<file path="config.mk">
export PLATFORM = sky130hd
export DESIGN_NAME = median_filter_3x3
export DESIGN_NICKNAME = d
export VERILOG_FILES = /design/src/rtl/median_filter_3x3.sv
export SDC_FILE = /design/constraint.sdc
export NUM_CORES = 1
export LEC_CHECK = 0
export ABC_AREA = 1
export ABC_CLOCK_PERIOD_IN_PS = 15980
export CELL_PAD_IN_SITES_DETAIL_PLACEMENT = 1
export CELL_PAD_IN_SITES_GLOBAL_PLACEMENT = 2
export CORE_MARGIN = 2
export CORE_UTILIZATION = 25
export DETAILED_ROUTE_END_ITERATION = 8
export PLACE_DENSITY = 0.72
export SLEW_MARGIN = 10
export SYNTH_ARGS = -nofsm -noshare
export SYNTH_HDL_FRONTEND = slang
export SYNTH_SLANG_ARGS = --single-unit
</file>
<file path="constraint.sdc">
create_clock -name clk -period 15.98 [get_ports clk]
set_input_delay 2.397 -clock clk [delete_from_list [all_inputs] [get_ports clk]]
set_output_delay 2.397 -clock clk [all_outputs]
set_load 0.03 [all_outputs]
</file>
<file path="src/rtl/median_filter_3x3.sv">
// 3x3 median filter: three-stage column-sort / reduce / median-of-three pipeline.
// Frame-border windows and bypass mode pass the centre pixel through unchanged.
module median_filter_3x3 #(
  parameter int unsigned DATA_WIDTH   = 16,
  parameter int unsigned IMAGE_WIDTH  = 1920,
  parameter int unsigned IMAGE_HEIGHT = 1080
) (
  input  logic                       clk,
  input  logic                       reset,
  input  logic [8:0][DATA_WIDTH-1:0] in_data,
  input  logic [7:0]                 in_user,
  input  logic                       in_valid,
  output logic                       out_ready,
  input  logic                       in_enable,
  output logic [DATA_WIDTH-1:0]      out_data,
  output logic [7:0]                 out_user,
  output logic                       out_valid,
  input  logic                       in_ready
);

  typedef logic [DATA_WIDTH-1:0] pix_t;

  localparam int unsigned XW = (IMAGE_WIDTH > 1) ? $clog2(IMAGE_WIDTH) : 1;
  localparam int unsigned YW = (IMAGE_HEIGHT > 1) ? $clog2(IMAGE_HEIGHT) : 1;
  localparam logic [XW-1:0] XLast = XW'(IMAGE_WIDTH - 1);
  localparam logic [YW-1:0] YLast = YW'(IMAGE_HEIGHT - 1);

  function automatic pix_t max2(pix_t a, pix_t b);
    return (a > b) ? a : b;
  endfunction

  function automatic pix_t min2(pix_t a, pix_t b);
    return (a < b) ? a : b;
  endfunction

  function automatic pix_t med3(pix_t a, pix_t b, pix_t c);
    return max2(min2(a, b), min2(max2(a, b), c));
  endfunction

  // No stall capability: downstream ready is deliberately unused.
  logic unused_in_ready;
  assign unused_in_ready = in_ready;
  assign out_ready       = 1'b1;

  // Position of the centre pixel of the incoming window.
  logic [XW-1:0] x_q, x_d, cur_x;
  logic [YW-1:0] y_q, y_d, cur_y;
  logic          border;

  always_comb begin
    cur_x  = (in_user == 8'd1) ? '0 : x_q;
    cur_y  = (in_user == 8'd1) ? '0 : y_q;
    border = (cur_x == '0) || (cur_x == XLast) || (cur_y == '0) || (cur_y == YLast);
    x_d    = x_q;
    y_d    = y_q;
    if (in_valid) begin
      if (cur_x == XLast) begin
        x_d = '0;
        y_d = (cur_y == YLast) ? '0 : cur_y + YW'(1);
      end else begin
        x_d = cur_x + XW'(1);
        y_d = cur_y;
      end
    end
  end

  // Stage 1 combinational: sort each column into lo/mid/hi.
  logic [2:0][DATA_WIDTH-1:0] col_lo, col_mid, col_hi;

  always_comb begin
    col_lo  = '0;
    col_mid = '0;
    col_hi  = '0;
    for (int c = 0; c < 3; c++) begin
      col_lo[c]  = min2(min2(in_data[3*c], in_data[3*c+1]), in_data[3*c+2]);
      col_mid[c] = med3(in_data[3*c], in_data[3*c+1], in_data[3*c+2]);
      col_hi[c]  = max2(max2(in_data[3*c], in_data[3*c+1]), in_data[3*c+2]);
    end
  end

  logic [2:0][DATA_WIDTH-1:0] s1_lo_q, s1_mid_q, s1_hi_q;
  pix_t                       s1_centre_q;
  logic [7:0]                 s1_user_q;
  logic                       s1_border_q, s1_enable_q, s1_valid_q;

  // Stage 2 combinational: median of 9 reduces to median of these three.
  pix_t st2_a, st2_b, st2_c;

  always_comb begin
    st2_a = max2(max2(s1_lo_q[0], s1_lo_q[1]), s1_lo_q[2]);
    st2_b = med3(s1_mid_q[0], s1_mid_q[1], s1_mid_q[2]);
    st2_c = min2(min2(s1_hi_q[0], s1_hi_q[1]), s1_hi_q[2]);
  end

  pix_t       s2_a_q, s2_b_q, s2_c_q, s2_centre_q;
  logic [7:0] s2_user_q;
  logic       s2_bypass_q, s2_valid_q;

  pix_t st3_res;

  always_comb begin
    st3_res = s2_bypass_q ? s2_centre_q : med3(s2_a_q, s2_b_q, s2_c_q);
  end

  always_ff @(posedge clk) begin
    if (reset) begin
      x_q         <= '0;
      y_q         <= '0;
      s1_lo_q     <= '0;
      s1_mid_q    <= '0;
      s1_hi_q     <= '0;
      s1_centre_q <= '0;
      s1_user_q   <= '0;
      s1_border_q <= 1'b0;
      s1_enable_q <= 1'b0;
      s1_valid_q  <= 1'b0;
      s2_a_q      <= '0;
      s2_b_q      <= '0;
      s2_c_q      <= '0;
      s2_centre_q <= '0;
      s2_user_q   <= '0;
      s2_bypass_q <= 1'b0;
      s2_valid_q  <= 1'b0;
      out_data    <= '0;
      out_user    <= '0;
      out_valid   <= 1'b0;
    end else begin
      x_q        <= x_d;
      y_q        <= y_d;
      s1_valid_q <= in_valid;
      s2_valid_q <= s1_valid_q;
      out_valid  <= s2_valid_q;
      // Data registers only load with a valid beat; bubbles leave them holding.
      if (in_valid) begin
        s1_lo_q     <= col_lo;
        s1_mid_q    <= col_mid;
        s1_hi_q     <= col_hi;
        s1_centre_q <= in_data[4];
        s1_user_q   <= in_user;
        s1_border_q <= border;
        s1_enable_q <= in_enable;
      end
      if (s1_valid_q) begin
        s2_a_q      <= st2_a;
        s2_b_q      <= st2_b;
        s2_c_q      <= st2_c;
        s2_centre_q <= s1_centre_q;
        s2_user_q   <= s1_user_q;
        s2_bypass_q <= s1_border_q | ~s1_enable_q;
      end
      if (s2_valid_q) begin
        out_data <= st3_res;
        out_user <= s2_user_q;
      end
    end
  end

endmodule

</file>
Word level (Yosys, flattened, before mapping)

Cells that the tools add are included.

Add/subtract/negate cells: 2
Bitwise gates (word level): 2
Reductions and logical operators: 5
Mux-type cells: 36
Magnitude comparators: 30
Equality and inequality tests: 3

Operator list:

| kind                  | count |
|---|---|
| $mux 16               | 31 |
| $gt 16x16->1          | 15 |
| $lt 16x16->1          | 15 |
| $mux 11               | 5 |
| $add 11x1->11 const B | 2 |
| $eq 11x11->1 const B  | 2 |
| $logic_not 11->1      | 2 |
| $eq 8x1->1 const B    | 1 |
| $logic_or 1x1->1      | 3 |
| $not 1->1             | 1 |
| $or 1x1->1            | 1 |

Logic and storage cells: 104
Flip-flop bits (word level): 292
Input bits: 157

Depth between registers and ports, before layout

Depth in word-level cells: 7
Depth in mapped cells: 40
Mapped depth without buffers: 38

Worst setup path after synthesis

No wires, ideal clock.

Kind: input -> register
Start: in in_data[121] in the netlist's numbering
End: reg s1_mid_q[42] in the netlist's numbering
Setup time: 0.132 ns
Arrival time: 6.667 ns
Required time: 15.848 ns
Slack: 9.181 ns
Cell stages on the path: 36
Cell sequence: inv_1 -> ha_1 -> a21oi_1 -> o21ai_0 -> a21oi_1 -> nand2_2 -> nand2_1 -> clkbuf_1 -> nand2_1 -> o21ai_0 -> ha_1 -> inv_1 -> nor2_1 -> nor2_1 -> nor2_1 -> a211oi_1 -> o221ai_1 -> nand3_1 -> o2111ai_1 -> clkbuf_1 -> nand2_1 -> o21ai_0 -> ha_1 -> inv_1 -> nor2_1 -> nor2_1 -> nor2_1 -> a211oi_1 -> o221ai_1 -> a21oi_1 -> o21ai_0 -> nand2_1 -> clkbuf_1 -> nand2_1 -> o211ai_1 -> a21oi_1

Cells in the longest elaborated chain, start to end: 6
Elaborated cells between the ends (all ways): 8

Ends and longest elaborated chain:

| element              | RTL line | text |
|---|---|---|
| start, declared      | 10       | `input logic [8:0][DATA_WIDTH-1:0] in_data,` |
| $gt 16x16->1         | 29       | `return (a > b) ? a : b;` |
| $mux 16              | 29       |  |
| $lt 16x16->1         | 33       | `return (a < b) ? a : b;` |
| $mux 16              | 33       |  |
| $gt 16x16->1         | 29       |  |
| $mux 16 (*)          | 29       |  |
| end signal, assigned | 136      | `s1_mid_q <= col_mid;` |
| end, declared        | 81       | `logic [2:0][DATA_WIDTH-1:0] s1_lo_q, s1_mid_q, s1_hi_q;` |

Every way passes the cells marked *; elsewhere a longest branch is shown, timed or not.
A chain may end at the register's enable or synchronous reset.

Worst setup path after layout

Start: in in_data[31] in the netlist's numbering
End: reg s1_mid_q[11] in the netlist's numbering

The elaborated chain is that of the path after synthesis.

==> reports/summary.json <==
{
  "run_status": {
    "status": "finished clean"
  },
  "finish": {
    "final_util": 0.295,
    "final_cell_mix": "917 x sky130_fd_sc_hd__nand2_1, 461 x sky130_fd_sc_hd__inv_1, 453 x sky130_fd_sc_hd__a21oi_1",
    "share_of_cells_above_drive_strength_1": 0.0446,
    "fin_cells": 5130,
    "final_common_cell": "sky130_fd_sc_hd__nand2_1",
    "design.final.nets": 4331,
    "synthToLayoutAreaGrowth_pct": 16.7
  },
  "power": {
    "maximum_vdd_ir_drop_v": 0.000302,
    "power.density_mw_per_mm2": 212,
    "leakage_nw": 12.7,
    "final_total_power_mw": 6.05
  },
  "critical_path": {
    "path_buf_inv": 4,
    "crit_path_start_kind": "input port",
    "max_stage_delay_ns": 0.83,
    "worst_r2r_path_depth": 32,
    "timing.critical_path.arrival_ns": 10.60,
    "crit_path_top_delay_cell": "sky130_fd_sc_hd__nand2_1",
    "regToRegEndpoint": "s2_b_q[0]",
    "worstPathMaxFanout": 33,
    "endpoint": "s1_mid_q[11]",
    "critical_path.most_common_cell": "sky130_fd_sc_hd__nand2_1",
    "origin_of_the_worst_setup_path": "in_data[31]",
    "critical_path_class": "in2reg",
    "critical_path.endpoint_type": "flip-flop",
    "cp_num_cells": 25,
    "critical_path.reg2reg.startpoint": "s1_mid_q[26]",
    "reg2reg_slack_ns": 9.09,
    "cp_data_required_time_ns": 16.37,
    "cpLargestDelayFamily": "simple AND/OR/NAND/NOR gates"
  },
  "clock_network": {
    "cts_made_buffers": 38,
    "root_buffer_cell": "sky130_fd_sc_hd__clkbuf_16",
    "clk_pin_slew_ns": 0.06,
    "cts.sink_count": 292,
    "tritoncts": "done",
    "clkLatencyLatePin_ns": 0.56,
    "cts.repair.resized": 0,
    "post_cts_hold_buffer_count": 0,
    "cts_post_setup_buffers_inserted": 0,
    "cts-root-to-sink-buffers": 3,
    "cts-htree-levels": 2
  },
  "die": {
    "boundaryPins": 183,
    "initial_core_util": 0.252,
    "row_count": 114,
    "die_height_um": 317,
    "floorplan.die.width_um": 317,
    "core_area_mm2": 0.0969,
    "die_area_mm2": 0.100
  },
  "synth": {
    "avgSynthCellArea_um2": 6.48,
    "synth_enable_flop_cells": 0,
    "yosysUniqueCellTypes": 55,
    "postSynthCellCount": 3773,
    "synth-async-reset-ratio": 0,
    "yosysSeqAreaShare": 0.239,
    "ys_seq_elements": 292,
    "synth.net_count": 4279,
    "post_synth_instance_area_mm2": 0.0244,
    "synth_top_flop_cell": "sky130_fd_sc_hd__dfxtp_1",
    "synth-warning-count": 0
  },
  "placement": {
    "gp_routability_congestion": 0.853,
    "dp_slack_ns": 5.03,
    "place_hpwl_mm": 73.1,
    "portBuffers": 180,
    "placed_cells_incl_taps": 5061
  },
  "detailed_routing": {
    "routed-wl-met3_mm": 2.28,
    "drt-met1-wl_mm": 42.3,
    "via_count": 24700,
    "top_layer_used": "met4",
    "route.detailed.drc": 0,
    "ant_nets_after_route": 0,
    "route.final.wire_length_mm": 91.2,
    "routed-wl-met2_mm": 44.3,
    "vias_per_std_cell": 4.81,
    "firstDrtPassIters": 5,
    "drt_first_iter_violations": 1220,
    "routedWlPerCell_um": 17.8
  },
  "timing": {
    "grt_setup_unrepaired": "false",
    "finalWorstSetupSlack_ns": 5.77,
    "max_slew_margin_vs_limit": 0.248,
    "finalWorstPathRequiredPeriod_ns": 10.21,
    "setup_tns_ns": 0,
    "fmaxAchievable_mhz": 98.0,
    "final-hold-violation-count": 0,
    "worst_slew_pin_slew_ns": 1.13,
    "setup_viol_count_final": 0,
    "finClkSkew_ns": 0.0142,
    "slew_viol_final": 0,
    "period_utilisation_layout": 0.639
  },
  "grt": {
    "grt_pass1_vias": 24500,
    "grt_antenna_before_repair": 0,
    "maximum_number_of_pins_on_one_net_before_global_route_repair": 105,
    "overall_fraction_of_global_route_tracks_in_use": 0.179,
    "grt_pass1_wl_mm": 141,
    "grt_overflow": 0
  },
  "job": {
    "cap_viol_max_count": 0
  },
  "min_path": {
    "hp-class": "reg2reg"
  }
}
-- cell type report --
| type | count | area (um^2) |
|---|---|---|
| fill | 12200 | 68300 |
| clock inverter | 15 | 156 |
| clock buffer | 53 | 1080 |
| sequential | 292 | 5850 |
| inverter | 466 | 1760 |
| multi-input combinational | 2823 | 16100 |
| timing repair buffer | 204 | 1980 |
| tap | 1276 | 1600 |
| antenna | 1 | 2.50 |
-- worst min path at each step --
stage	from	to	slack, ns	depth (start not counted)
6_report	s2_centre_q[0]	s2_centre_q[0]	0.46	2
5_1_grt	y_q[6]	y_q[6]	0.48	2
4_1_cts	s2_centre_q[0]	s2_centre_q[0]	0.46	2
3_5_place_dp	s1_enable_q	s2_bypass_q	0.44	1
3_3_place_gp	s1_enable_q	s2_bypass_q	0.44	1
2_1_floorplan	s1_enable_q	s2_bypass_q	0.42	1
-- logic make-up after synthesis --
kind of cell	Yosys count	share of synthesized area
AOI/OAI and AO/OA	1003	0.225
xor gates and xnor gates	7	0.00251
adders and majority gates	349	0.179
buffers and inverters	658	0.103
DFF	292	0.239
other	1	0.000153
and+or+nand+nor	1463	0.251
-- tightest hold or removal path, stage by stage (launching register included) --
cell and delay (ns):
sky130_fd_sc_hd__dfxtp_1 0.30, sky130_fd_sc_hd__inv_1 0.06, sky130_fd_sc_hd__a21oi_1 0.06
-- sequential cells by signal (all words and copies together) (netlist names), 8 cells and up --
name and flops:
s1_user_q 8, s2_b_q 16, s2_a_q 16, y_q 11, s2_centre_q 16, s2_user_q 8
s2_c_q 16, s1_hi_q 48, s1_lo_q 48, s1_centre_q 16, out_data 16, s1_mid_q 48
out_user 8, x_q 11
-- metal layers --
layer / vias to the layer above / global-route usage
met1: 11600 / 0.231
met5: - / 0
met3: 90 / 0.0168
met2: 261 / 0.319
met4: 0 / 0.0467
li1: 12700 / -
-- synthesized netlist by cell type, types with 5 or more instances --
master                       n  share of area
sky130_fd_sc_hd__clkbuf_1  166          0.025
sky130_fd_sc_hd__a21oi_1   453          0.093
sky130_fd_sc_hd__nor4_1      5         0.0013
sky130_fd_sc_hd__a21oi_2    11         0.0039
sky130_fd_sc_hd__buf_1       8         0.0012
sky130_fd_sc_hd__o21ai_1    36         0.0074
sky130_fd_sc_hd__buf_2      12         0.0025
sky130_fd_sc_hd__nand3b_1   17         0.0052
sky130_fd_sc_hd__ha_1      349           0.18
sky130_fd_sc_hd__a211oi_1   20         0.0061
sky130_fd_sc_hd__nand2_2    29         0.0074
sky130_fd_sc_hd__o221a_2     7         0.0032
sky130_fd_sc_hd__inv_1     463          0.071
sky130_fd_sc_hd__o221ai_1    9         0.0032
sky130_fd_sc_hd__nor2_1    220          0.034
sky130_fd_sc_hd__nand4_1    30         0.0077
sky130_fd_sc_hd__o21ai_2    11         0.0039
sky130_fd_sc_hd__nor3_1     19         0.0039
sky130_fd_sc_hd__o21a_1      8         0.0025
sky130_fd_sc_hd__and2_1     19         0.0049
sky130_fd_sc_hd__o21ai_0   359          0.073
sky130_fd_sc_hd__o211ai_1   61          0.019
sky130_fd_sc_hd__nand2_1   917           0.14
sky130_fd_sc_hd__nand3_1   190          0.039
sky130_fd_sc_hd__nand2_4     6         0.0028
sky130_fd_sc_hd__dfxtp_1   292           0.24
-- metrics by stage --
| step | hold WS [ns] | cell area, um^2 |
|---|---|---|
| after detailed placement | 0.436 | 27300 |
| after floorplan | 0.418 | 24400 |
| after global routing | 0.480 | 28500 |
| final | 0.459 | 28500 |
| after global placement | 0.436 | 27300 |
| after CTS | 0.463 | 28500 |
-- power breakdown --
part	switching (mW)	internal (mW)	leakage, nW
clock network	0.348	0.506	0.605
logic	2.88	1.37	9.67
registers	0.108	0.846	2.40
Note: power is estimated with default switching activity, not from simulation.
